### src/rtl/mawg_hop_scheduler.sv
// mawg_hop_scheduler: table-driven frequency-hop and wave-sequence scheduler
module mawg_hop_scheduler #(
   parameter int IDX_W   = 3,
   parameter int DWELL_W = 24
) (
   input  logic               clk,
   input  logic               rst,
   input  logic               wr_en,
   input  logic [IDX_W-1:0]   wr_addr,
   input  logic [31:0]        wr_freq,
   input  logic [1:0]         wr_wave,
   input  logic [DWELL_W-1:0] wr_dwell,
   input  logic [IDX_W-1:0]   last_idx,
   input  logic               loop_en,
   input  logic               start,
   input  logic               abort,
   input  logic [31:0]        idle_freq,
   output logic [31:0]        freq_ctrl,
   output logic [1:0]         wave_sel,
   output logic [IDX_W-1:0]   cur_idx,
   output logic               busy,
   output logic               hop,
   output logic               done
);
   localparam int N = 2 ** IDX_W;
   typedef enum logic {IDLE, RUN} state_t;
   state_t             state_q;
   logic [31:0]        freq_tab [N];
   logic [1:0]         wave_tab [N];
   logic [DWELL_W-1:0] dwell_tab [N];
   logic [31:0]        freq_q;
   logic [1:0]         wave_q;
   logic [IDX_W-1:0]   cur_idx_q, last_q, ld_idx_d;
   logic [DWELL_W-1:0] cnt_q, ld_cnt_d;
   logic               loop_q, busy_q, hop_q, done_q, ld_d;
   assign freq_ctrl = freq_q;
   assign wave_sel  = wave_q;
   assign cur_idx   = cur_idx_q;
   assign busy      = busy_q;
   assign hop       = hop_q;
   assign done      = done_q;
   // pick the entry to load next and whether a load happens this edge; a zero dwell holds for one cycle
   always_comb begin
      ld_idx_d = (state_q == IDLE || cur_idx_q == last_q) ? '0 : cur_idx_q + 1'b1;
      ld_cnt_d = (dwell_tab[ld_idx_d] == '0) ? '0 : dwell_tab[ld_idx_d] - 1'b1;
      ld_d     = (state_q == IDLE) ? start : (cnt_q == '0 && (cur_idx_q != last_q || loop_q));
   end
   // table storage, unreset; reads above see the pre-write contents on the same edge
   always_ff @(posedge clk) begin
      if (wr_en) begin
         freq_tab[wr_addr]  <= wr_freq;
         wave_tab[wr_addr]  <= wr_wave;
         dwell_tab[wr_addr] <= wr_dwell;
      end
   end
   // sequencer: abort outranks everything but reset; last/loop are frozen at start
   always_ff @(posedge clk) begin
      if (rst) begin
         state_q   <= IDLE;
         freq_q    <= '0;
         wave_q    <= '0;
         cur_idx_q <= '0;
         last_q    <= '0;
         loop_q    <= 1'b0;
         cnt_q     <= '0;
         busy_q    <= 1'b0;
         hop_q     <= 1'b0;
         done_q    <= 1'b0;
      end else if (abort) begin
         state_q   <= IDLE;
         freq_q    <= idle_freq;
         wave_q    <= '0;
         cur_idx_q <= '0;
         cnt_q     <= '0;
         busy_q    <= 1'b0;
         hop_q     <= 1'b0;
         done_q    <= 1'b0;
      end else if (ld_d) begin
         if (state_q == IDLE) begin
            last_q <= last_idx;
            loop_q <= loop_en;
         end
         state_q   <= RUN;
         freq_q    <= freq_tab[ld_idx_d];
         wave_q    <= wave_tab[ld_idx_d];
         cur_idx_q <= ld_idx_d;
         cnt_q     <= ld_cnt_d;
         busy_q    <= 1'b1;
         hop_q     <= 1'b1;
         done_q    <= 1'b0;
      end else if (state_q == RUN && cnt_q != '0) begin
         cnt_q  <= cnt_q - 1'b1;
         hop_q  <= 1'b0;
         done_q <= 1'b0;
      end else begin
         done_q    <= (state_q == RUN);
         state_q   <= IDLE;
         freq_q    <= idle_freq;
         wave_q    <= '0;
         cur_idx_q <= '0;
         busy_q    <= 1'b0;
         hop_q     <= 1'b0;
      end
   end
endmodule

### config.mk
export PLATFORM = sky130hd
export DESIGN_NAME = mawg_hop_scheduler
export DESIGN_NICKNAME = d
export VERILOG_FILES = /design/src/rtl/mawg_hop_scheduler.sv
export SDC_FILE = /design/constraint.sdc
export NUM_CORES = 1
export LEC_CHECK = 0
export BUFFER_PORTS_ARGS = -buffer_cell sky130_fd_sc_hd__buf_2
export CAP_MARGIN = 20
export CELL_PAD_IN_SITES_DETAIL_PLACEMENT = 0
export CELL_PAD_IN_SITES_GLOBAL_PLACEMENT = 1
export CORE_UTILIZATION = 52
export CTS_BUF_LIST = sky130_fd_sc_hd__clkbuf_2 sky130_fd_sc_hd__clkbuf_4 sky130_fd_sc_hd__clkbuf_8
export DETAILED_ROUTE_END_ITERATION = 12
export PLACE_DENSITY_LB_ADDON = 0.1
export SLEW_MARGIN = 20
export SYNTH_ARGS = -nofsm -noshare
export SYNTH_HDL_FRONTEND = slang
export SYNTH_SLANG_ARGS = --single-unit
### constraint.sdc
create_clock -name clk -period 6.9 [get_ports clk]
set_clock_uncertainty 0.05 [all_clocks]
set_input_delay 1.38 -clock clk [delete_from_list [all_inputs] [get_ports clk]]
set_output_delay 1.38 -clock clk [all_outputs]
set_load 0.01 [all_outputs]
Yosys cells after proc, flatten, opt, wreduce, memory -nomap -nowiden
Memories as Yosys holds them, arrays and structs flattened. Cells that the tools add are included.

Equality and inequality tests: 4. Multiplexer cells: 17. Bitwise operators: 2. Reduce and logical (&&, ||, !) cells: 11. Add/subtract/negate cells: 3.

Operators with widths (number): 2-to-1 mux 32 bit (3); 2-to-1 mux 24 bit (3); logical NOT 24 bit (2); subtractor 24 x 1 -> 24 bit, second input constant (2); nonzero test 24 bit (1); 2-to-1 mux 3 bit (3); 2-to-1 mux 1 bit (6); 2-to-1 mux 2 bit (2); OR reduction 4 bit (1); adder 3 x 1 -> 3 bit, second input constant (1); == test 3 bit (1); inequality test 3 bit (1); inequality test 3 bit, second input constant (1); AND reduction 3 bit (1); logical AND 1 bit (2); logical OR 1 bit (2); inequality test 2 bit, second input constant (1); inverter 1 bit (2); nonzero test 2 bit (1); OR reduction 2 bit (1).

Memory bits (writable): 464. Output and inout bits: 40. Memories: 3. Logic and storage cells: 49. Bits of input ports: 102. Flip-flop bits (word level): 68.

Memory list: freq_tab (words 8, bits a word 32, rd ports 1, clocked after Yosys merged registers in 0, write ports 1, line 28) `logic [31:0] freq_tab [N];`; dwell_tab (words 8, bits a word 24, rd ports 1, clocked after Yosys merged registers in 0, write ports 1, line 30) `logic [DWELL_W-1:0] dwell_tab [N];`; wave_tab (words 8, bits a word 2, rd ports 1, clocked after Yosys merged registers in 0, write ports 1, line 29) `logic [1:0] wave_tab [N];`.

Longest topological paths before layout
Gate-level depths: netlist of the first run. An unclocked memory read counts as a cell.

Depth in word-level cells: 7. Gate-level depth with buffers: 15. Depth with buffers taken out: 12.

Worst setup path after synthesis of the first run
Ideal clock, no wire load.

Path type: in2reg. Start point: in wr_addr[0]. End point: mem dwell_tab[0][0] (enable). Required time: 6304 ps. Setup time: 546 ps. Path slack: 796 ps. Stages on the path: 2. Buffers on the path: 0. Arrival time: 5509 ps. Path through: nand2b_1 -> nor3_1.

RTL lines: start: declaration (line 9) `input logic [IDX_W-1:0] wr_addr,`; end: declaration (line 30).

Straight into the memory's write port.

Worst setup path in the final report of the first run
Start point: reg cur_idx_q[0] (netlist: cur_idx[0]). End point: reg cnt_q[15].

Longest elaborated chain between the ends: 7. Elaborated cells between the ends (all ways): 14. Those cells by class: 2 x add/sub; 2 x eq/ne; 4 x mux; 5 x reduce/logical; 1 x memory.

RTL lines: start: declaration (line 33) `logic [IDX_W-1:0] cur_idx_q, last_q, ld_idx_d;`; start signal: assignment (line 86) `cur_idx_q <= ld_idx_d;`; branches (longest 7 deep; another with memory read (8 x 24 bit)); end signal: assignment (line 87) `cnt_q <= ld_cnt_d;`; end signal: assignment (line 92) `cnt_q <= cnt_q - 1'b1;`; end: declaration (line 34) `logic [DWELL_W-1:0] cnt_q, ld_cnt_d;`.

Several ways; the timed one is not identified. A chain may end at the register's enable or synchronous reset.

==> summary.md, run 1 <==
| Metric | Value |
|---|---|
| Sw Share | `0.2210` |
| Proportion of synthesized chip area in sequential cells | `0.6966` |
| Synth-to-layout area growth | `13.77%` |
| Biggest fanout along the worst timing path | `29` |
| Ratio of cells with drive above 1 in the final layout | `0.2063` |
| Worst path cell trace | `ha_1 -> xor2_4 -> nand2_1 -> a2111oi_0 -> a211o_1 -> and4bb_2 -> and4_1 -> nor4b_1 -> o21ai_0 -> a32o_1` |
| Slew @ Worst Pin | `1.114 ns` |
| Nature of the critical path startpoint | `register` |
| Top FF cell, synth | `edfxtp_1` |
| Hold Crit Start | `freq_ctrl[10]$_SDFFE_PP0P_` |
| Clock power share | `0.404` |
| Synthesized netlist cell count | `1631` |
| Overall die width | `207.5 um` |
| Post-DRT Antenna Nets | `0` |
| Final HPWL DP | `30960 um` |
| Maximum operating frequency | `204.5 MHz` |
| Total power | `6.834 mW` |
| Detail-routed net length per standard cell | `22.91 um` |
| Total setup violations reported at the end of the flow | `0` |
| Combined area of the multi-input logic cells | `6248 um^2` |
| I/O Buffers | `141` |
| CTS tree | `built` |
| Endpoint arrival time on the critical path | `5.37 ns` |
| Worst setup EP type | `register` |
| TritonCTS sink count | `532` |
| Synth cell types | `81` |
| Number of max-cap violations | `0` |
| DRC Markers | `0` |
| Cell taking the most area after synthesis | `edfxtp_1` |
| Final Max Tran Viols | `0` |
| NetSw | `1.510 mW` |
| Starting utilization of the core area | `0.5329` |
| Clk Tree Root Cell | `clkbuf_8` |
| Sequential standard cell area | `15300 um^2` |
| Utilization after layout | `0.6063` |
| Minimum setup slack in the final design | `2.010 ns` |
| Number of global-route vias before repair | `14540` |
| GRT Resource Usage Total | `0.2580` |
| Vertical die dimension | `207.5 um` |
| Number of violations reported at the end of detailed-routing iteration 0 | `1026` |
| Tmin final | `4.890 ns` |
| Worst min-delay path category | `reg2reg` |
| Detailed-router iteration count before antenna repair | `5` |
| Total number of vias | `14320` |
| Fraction of synthesis flops using an asynchronous set or reset pin | `0` |
| Grt total ovfl | `0` |
| Yosys warning count | `0` |
| Most frequently used cell type in the post-synthesis netlist | `edfxtp_1` |
| Worst-case vdd ir drop | `0.1844 mV` |
| Launch instance of the worst register-to-register path | `cur_idx[0]$_SDFFE_PP0P_` |
| Global-route wire length before repair | `84810 um` |
| Number of buffers on the longest clock path | `3` |
| Post-synth EDFFs | `464` |
| Number of nets in the synthesized netlist | `1738` |
| Critical Path Max Stage Delay | `0.79 ns` |
| Total Wirelength | `54550 um` |
| Post-CTS sizing | `0` |
| Period Utilization, post-route | `0.7087` |
| Unrepaired setup endpoints after global routing | `no` |
| Net count of the finished layout | `1884` |
| Fillers | `3256` |
| Status | `finished, final reports clean` |
| Power share of the sequential group | `0.535` |
| Setup total negative slack | `0 ns` |
| Crit-path slowest cell | `xor2_4` |
| Lkg Pwr | `8.497 nW` |
| Start-to-end type of the worst setup path | `reg2reg` |
| Largest net degree at the start of global routing | `103` |
| GPL Wtd Cong | `0.8604` |
| Total CTS buffers | `86` |
| Die outline area | `43050 um^2` |
| Share of Yosys cell area claimed by the top area cell type | `0.6346` |
| Most frequent cells after synthesis | `464 x edfxtp_1, 161 x nand2_1, 117 x a21oi_1` |
| Launch point of the worst path | `cur_idx[0]$_SDFFE_PP0P_` |
| Comb power frac | `0.061` |
| Clock transition at the registers of the reported paths | `0.06 ns` |
| #FFs+latches synth | `532` |
| Average size of a mapped cell | `13.46 um^2` |
| Number of buffers inserted for hold repair after clock tree synthesis | `0` |
| Max-Slew Margin vs Limit | `0.2572` |
| Pre-CTS WS | `2.076 ns` |
| Placement row count | `74` |
| Initial antenna violation count | `6` |
| I/O pin count | `142` |
| Clock latency on the worst-skew pair | `0.64 ns` |
| Post-synthesis cell area | `21960 um^2` |
| Vias per cell | `6.013` |
| Required @ worst endpoint | `7.38 ns` |
| Final hold violations | `0` |
| Post-CTS setup buffers | `0` |
| Power Internal | `5.324 mW` |
| Most area-consuming cells after synthesis | `edfxtp_1 63%, dfxtp_1 6.2%, o221ai_1 3.0%` |
| Pwr/cell area | `273.6 nW/um^2` |
| Level count of the clock H-tree | `3` |
| Area of the core | `41200 um^2` |
==> state kept, by name, indices dropped and copies added, names as in the netlist <==
name	flops
busy	1
done	1
freq_tab	256
loop_q	1
cnt_q	24
wave_tab	16
last_q	3
hop	1
cur_idx	3
freq_ctrl	32
wave_sel	2
dwell_tab	192
==> logic make-up (layout without fill, tap and decap cells) <==
| logic type | after synthesis | after routing | share of synthesized area |
|---|---|---|---|
| flops | 532 | 532 | 0.6966 |
| compound gates | 476 | 476 | 0.1456 |
| simple gates | 416 | 416 | 0.09123 |
| buf+inv | 122 | 338 | 0.02376 |
| mux | 42 | 42 | 0.02314 |
| xor+xnor | 38 | 38 | 0.01687 |
| fa+ha+maj | 5 | 5 | 0.002849 |
| other cells | 0 | 2 | 0 |
==> critical path, delay by kind of cell (launching register included) <==
family / cells / cell delay [ns]
fa+ha+maj: 1 / 0.36
compound gates: 4 / 1.38
simple gates: 4 / 1.65
flops: 1 / 0.55
xor+xnor: 1 / 0.79
==> metal layers <==
layer | global-route usage | wire length (um) | vias to the layer above
met5 | 0 | 55 | -
met4 | 0.09547 | 1399 | 10
met3 | 0.04720 | 3523 | 93
met2 | 0.4254 | 26540 | 462
met1 | 0.3425 | 23030 | 7084
li1 | - | - | 6667
==> cell type report <==
cell class / count / share of cell area
multi-input combinational: 977 / 0.2501
timing repair buffer: 171 / 0.03777
antenna: 2 / 0.0002004
clock buffer: 148 / 0.06927
inverter: 9 / 0.001352
clock inverter: 10 / 0.002204
sequential: 532 / 0.6124
tap: 532 / 0.02665
==> cells in the final DEF, fill, tap and decap left out, types with 11 or more instances in the layout <==
cell | Yosys | final
xor2_1 | 15 | 15
o21ai_0 | 80 | 80
and2_0 | 12 | 12
clkbuf_4 | 0 | 49
edfxtp_1 | 464 | 464
and3_1 | 13 | 13
nand3_1 | 24 | 24
clkbuf_8 | 0 | 99
a211oi_1 | 44 | 44
nand2b_1 | 12 | 11
nor2_1 | 96 | 89
xnor2_1 | 18 | 18
nand2_1 | 161 | 160
a21oi_1 | 117 | 117
a31oi_1 | 42 | 41
dfxtp_1 | 68 | 67
and2_1 | 23 | 23
nor4_1 | 16 | 16
buf_4 | 4 | 29
mux2i_1 | 26 | 26
nor3_1 | 18 | 16
buf_2 | 21 | 141
o221ai_1 | 75 | 75
o211ai_1 | 38 | 38
==> stage by stage <==
stage	hold slack [ns]	area, um^2	std cells
finish	0.4557	24980	2381
global route	0.4828	24980	2379
CTS	0.4626	24980	2379
detailed placement	0.4451	23190	2221
global placement	0.4366	23190	2221
floorplan	0.3981	21960	1631
==> worst paths after layout <==
path                                end  slack (ns)  cells past startpoint
max              cnt_q[15]$_SDFFE_PP0P_        2.01                     10
min          freq_ctrl[10]$_SDFFE_PP0P_        0.46                      2
max reg2reg      cnt_q[15]$_SDFFE_PP0P_        2.01                     10
min reg2reg  freq_ctrl[10]$_SDFFE_PP0P_        0.46                      2
==> power by group through the flow <==
stage / logic [mW] / clock network (mW) / registers, mW
detailed placement: 0.415 / 0 / 3.72
global route: 0.459 / 2.96 / 3.67
global placement: 0.409 / 0 / 3.72
floorplan: 0.234 / 0 / 3.73
CTS: 0.417 / 2.82 / 3.66
finish: 0.416 / 2.76 / 3.66
(Power assumes the default switching activity.)
==> inputs of run 2 (changes only) <==
--- a/config.mk
+++ b/config.mk
@@ -5,11 +5,12 @@
 export SDC_FILE = /design/constraint.sdc
 export NUM_CORES = 1
 export LEC_CHECK = 0
+export ABC_AREA = 1
 export BUFFER_PORTS_ARGS = -buffer_cell sky130_fd_sc_hd__buf_2
 export CAP_MARGIN = 20
 export CELL_PAD_IN_SITES_DETAIL_PLACEMENT = 0
 export CELL_PAD_IN_SITES_GLOBAL_PLACEMENT = 1
-export CORE_UTILIZATION = 52
+export CORE_UTILIZATION = 46
 export CTS_BUF_LIST = sky130_fd_sc_hd__clkbuf_2 sky130_fd_sc_hd__clkbuf_4 sky130_fd_sc_hd__clkbuf_8
 export DETAILED_ROUTE_END_ITERATION = 12
 export PLACE_DENSITY_LB_ADDON = 0.1
==> constraint.sdc (replaced) <==
create_clock -name clk -period 4.2 [get_ports clk]
set_clock_uncertainty 0.05 [all_clocks]
set_input_delay 0.84 -clock clk [delete_from_list [all_inputs] [get_ports clk]]
set_output_delay 0.84 -clock clk [all_outputs]
set_load 0.01 [all_outputs]
==> run 2 against run 1 <==
Combinational power grew 97%. Global-route usage shrank 0.84 points. Final area grew 4.0%. Fmax grew 41%. Largest cell class unchanged. Largest power group unchanged.
==> summary.md, run 2 <==
| Metric | Value |
|---|---|
| Pwr/cell area | `437.2 nW/um^2 (+60%)` |
| Power Internal | `8.658 mW (+63%)` |
| Detailed-router iteration count before antenna repair | `7 (+2)` |
| Fraction of synthesis flops using an asynchronous set or reset pin | `0 (unchanged)` |
| Period Utilization, post-route | `0.8262 (+0.1174)` |
| Number of nets in the synthesized netlist | `2120 (+22%)` |
| Post-CTS sizing | `0 (unchanged)` |
| Max-Slew Margin vs Limit | `0.3007 (+0.04359)` |
| Hold-critical path depth | `1 (-1)` |
| Most area-consuming cells after synthesis | `edfxtp_1 61%, dfxtp_1 6.0%, nand3_1 4.8%` |
| Total Wirelength | `61730 um (+13%)` |
| Finished Cell Area | `25980 um^2 (+4.0%)` |
| Ratio of cells with drive above 1 in the final layout | `0.1692 (-0.03706)` |
| Start-to-end type of the worst setup path | `reg2reg` |
| Most frequently used cell type in the post-synthesis netlist | `edfxtp_1` |
| Min-Delay Endpoint | `dwell_tab[6][22]$_DFFE_PP_` |
| Vias per cell | `5.539 (-7.9%)` |
| Number of violations reported at the end of detailed-routing iteration 0 | `1216 (+19%)` |
| Fillers | `4370 (+34%)` |
| Number of buffers inserted for hold repair after clock tree synthesis | `0 (unchanged)` |
| #FFs+latches synth | `532 (unchanged)` |
| Vertical die dimension | `224.8 um (+8.4%)` |
| Total number of vias | `16010 (+12%)` |
| Cell total after placement | `2723 (+23%)` |
| Largest register by flop count | `freq_tab` |
| Slew @ Worst Pin | `1.049 ns (-0.06539 ns)` |
| Comb power frac | `0.072 (+0.011)` |
| Top FF cell, synth | `edfxtp_1` |
| Total CTS buffers | `88 (+2.3%)` |
| Power share of the sequential group | `0.529 (-0.006)` |
| Final HPWL DP | `34770 um (+12%)` |
| Utilization after layout | `0.5308 (-0.07547)` |
| Worst min-delay path category | `in2reg` |
| Register-to-Register Setup Slack | `0.73 ns (-1.28 ns)` |
| Final hold violations | `0 (unchanged)` |
| Largest net degree at the start of global routing | `169 (+64%)` |
| Die outline area | `50550 um^2 (+17%)` |
| Setup total negative slack | `0 ns (unchanged)` |
| Required @ worst endpoint | `4.72 ns (-2.66 ns)` |
| Overall die width | `224.8 um (+8.4%)` |
| Clock transition at the registers of the reported paths | `0.06 ns (about the same)` |
| Clk Tree Root Cell | `clkbuf_8` |
| Proportion of synthesized chip area in sequential cells | `0.6696 (-0.02698)` |
| DRC Markers | `0 (unchanged)` |
| Crit-path slowest cell | `dfxtp_1` |
| Lkg Pwr | `9.754 nW (+15%)` |
| Biggest fanout along the worst timing path | `74 (+160%)` |
| GPL Wtd Cong | `0.9428 (+9.6%)` |
| Worst-case vdd ir drop | `0.3611 mV (+96%)` |
| Placement row count | `81 (+9.5%)` |
| Cell Area, Placed | `24200 um^2 (+4.3%)` |
| Clock power share | `0.399 (-0.005)` |
| Library cell appearing most often on the critical path | `nand3_1` |
| Endpoint arrival time on the critical path | `3.99 ns (-1.38 ns)` |
| CTS tree | `built` |
| Detail-routed net length per standard cell | `21.36 um (-6.8%)` |
| Cell taking the most area after synthesis | `edfxtp_1` |
| GRT Resource Usage Total | `0.2496 (-0.008404)` |
| Number of standard cells in the final layout excluding fillers | `2890 (+21%)` |
| Nature of the critical path startpoint | `register` |
| Post-synthesis cell area | `22840 um^2 (+4.0%)` |
| Maximum operating frequency | `288.2 MHz (+41%)` |
| Hold Crit Start | `wr_dwell[22]` |
| FF-to-FF End | `cnt_q[4]$_SDFFE_PP0P_` |
| Grt total ovfl | `0 (unchanged)` |
| Number of max-cap violations | `0 (unchanged)` |
| Synth cell types | `46 (-43%)` |
| Most common cell after layout, fill and taps aside | `edfxtp_1` |
| Average size of a mapped cell | `11.35 um^2 (-16%)` |
| Net count of the finished layout | `2256 (+20%)` |
| Post-CTS setup buffers | `0 (unchanged)` |
| Starting utilization of the core area | `0.4666 (-0.06629)` |
| Worst path cell trace | `ha_1 -> xor2_1 -> nand3_4 -> clkinv_2 -> buf_12 -> nand3_1 -> nand3_1 -> nand2_1 -> nand2_1 -> nor2_1 -> nand3_1 -> nor2_2 -> nor2_4 -> o21ai_0 -> a21oi_1` |
| Combined area of the multi-input logic cells | `6325 um^2 (+1.2%)` |
| Initial antenna violation count | `9 (+3)` |
| Status | `finished, final reports clean` |
| Post-synth EDFFs | `464 (unchanged)` |
| Share of Yosys cell area claimed by the top area cell type | `0.6100 (-0.02457)` |
| Post-DRT Antenna Nets | `0 (unchanged)` |
| Clock latency on the worst-skew pair | `0.67 ns (+0.03 ns)` |
| Yosys warning count | `0 (unchanged)` |
| Synth-to-layout area growth | `13.75% (about the same)` |
| I/O pin count | `142 (unchanged)` |
| Tmin final | `3.470 ns (-1.420 ns)` |
| Number of global-route vias before repair | `15830 (+8.8%)` |
| Number of buffers on the longest clock path | `3 (unchanged)` |
| Final Max Tran Viols | `0 (unchanged)` |
| Worst setup EP type | `register` |
| I/O Buffers | `141 (unchanged)` |
| Sw Share | `0.2380 (+0.01695)` |
| Synthesized netlist cell count | `2013 (+23%)` |
| Sequential standard cell area | `15300 um^2 (about the same)` |
| Launch instance of the worst register-to-register path | `cur_idx[0]$_SDFFE_PP0P_` |
| Total power | `11.36 mW (+66%)` |
| Level count of the clock H-tree | `3 (unchanged)` |
| Number of flip-flops under the largest register name | `256 (unchanged)` |
| Depth of the worst register-to-register path | `15 (+5)` |
| Most frequent cells after synthesis | `464 x edfxtp_1, 268 x nand2_1, 217 x nand3_1` |
| TritonCTS sink count | `532 (unchanged)` |
| Global-route wire length before repair | `94760 um (+12%)` |
| Most used cells in the layout excluding fill and tap cells | `464 x edfxtp_1, 267 x nand2_1, 217 x nand3_1` |
| Critical Path Max Stage Delay | `0.44 ns (-0.35 ns)` |
| Unrepaired setup endpoints after global routing | `no` |
| Area of the core | `48950 um^2 (+19%)` |
| Total setup violations reported at the end of the flow | `0 (unchanged)` |
| NetSw | `2.704 mW (+79%)` |
run 2: cell types whose count changed after synthesis, moves of 26 or more:
cell / previous run / this run
a21oi_1: 117 / 71
a31oi_1: 42 / 2
inv_1: 9 / 162
mux2i_1: 26 / 0
nand2_1: 161 / 268
nand3_1: 24 / 217
nand4_1: 4 / 68
nor2_1: 96 / 141
o21ai_0: 80 / 112
o21bai_1: 3 / 32
run 2: power groups by stage:
stage	Combinational, mW	Sequential, mW	Clock (mW)
global route	0.909	6.03	4.85
floorplan	0.483	6.13	0
finish	0.818	6.01	4.53
CTS	0.825	6.01	4.62
detailed placement	0.823	6.12	0
global placement	0.815	6.12	0
run 2: layout make-up:
cell class                      instances  share of cell area
Inverter                              170             0.02470
Sequential cell                       532              0.5887
Timing Repair Buffer                  179             0.04247
Tap cell                              664             0.03197
Clock buffer                          134             0.06255
Multi-Input combinational cell       1178              0.2434
Clock inverter                         29            0.005827
Antenna cell                            4           0.0003852
run 2: cell families (layout without fill, tap and decap cells):
family                     after synthesis  in the layout  share of synthesized area
AOI/OAI and AO/OA                      384            384                     0.1071
xor gates and xnor gates                15             15                   0.006080
adders and majority gates                5              5                   0.002739
buffers and inverters                  303            512                    0.05691
DFF                                    532            532                     0.6696
other                                    0              4                          0
and+or+nand+nor                        774            774                     0.1576
run 2: worst max-delay path, delay by kind of cell, from the launching register on:
family	cells	cell delay (ns)
simple gates	9	1.50
buf+inv	2	0.50
flops	1	0.44
compound gates	2	0.35
xor+xnor	1	0.24
fa+ha+maj	1	0.20
run 2: metal layers:
metal | up-vias | global-route usage | routed length (um)
li1 | 7611 | - | -
met1 | 7871 | 0.3302 | 27300
met2 | 395 | 0.4111 | 29750
met3 | 119 | 0.04899 | 2989
met4 | 12 | 0.08470 | 1611
met5 | - | 0 | 71
run 2: worst max path at each step:
| stage | start | end | slack (ns) | depth (start not counted) |
|---|---|---|---|---|
| floorplan | wr_addr[0] | dwell_tab[0][0]$_DFFE_PP_ | 0.27 | 3 |
| global placement | cur_idx[0]$_SDFFE_PP0P_ | cnt_q[8]$_SDFFE_PP0P_ | 0.80 | 15 |
| detailed placement | cur_idx[0]$_SDFFE_PP0P_ | cnt_q[8]$_SDFFE_PP0P_ | 0.76 | 15 |
| CTS | cur_idx[0]$_SDFFE_PP0P_ | cnt_q[4]$_SDFFE_PP0P_ | 0.73 | 15 |
| global route | cur_idx[0]$_SDFFE_PP0P_ | cnt_q[4]$_SDFFE_PP0P_ | 0.44 | 15 |
| finish | cur_idx[0]$_SDFFE_PP0P_ | cnt_q[4]$_SDFFE_PP0P_ | 0.73 | 15 |
run 2: stage by stage:
step | hold WS (ns) | worst slack (ns)
after floorplan | 0.3697 | 0.2652
after global placement | 0.4170 | 0.8003
after detailed placement | 0.4091 | 0.7557
after CTS | 0.3342 | 0.7302
after global routing | 0.3548 | 0.4404
final | 0.3845 | 0.7300
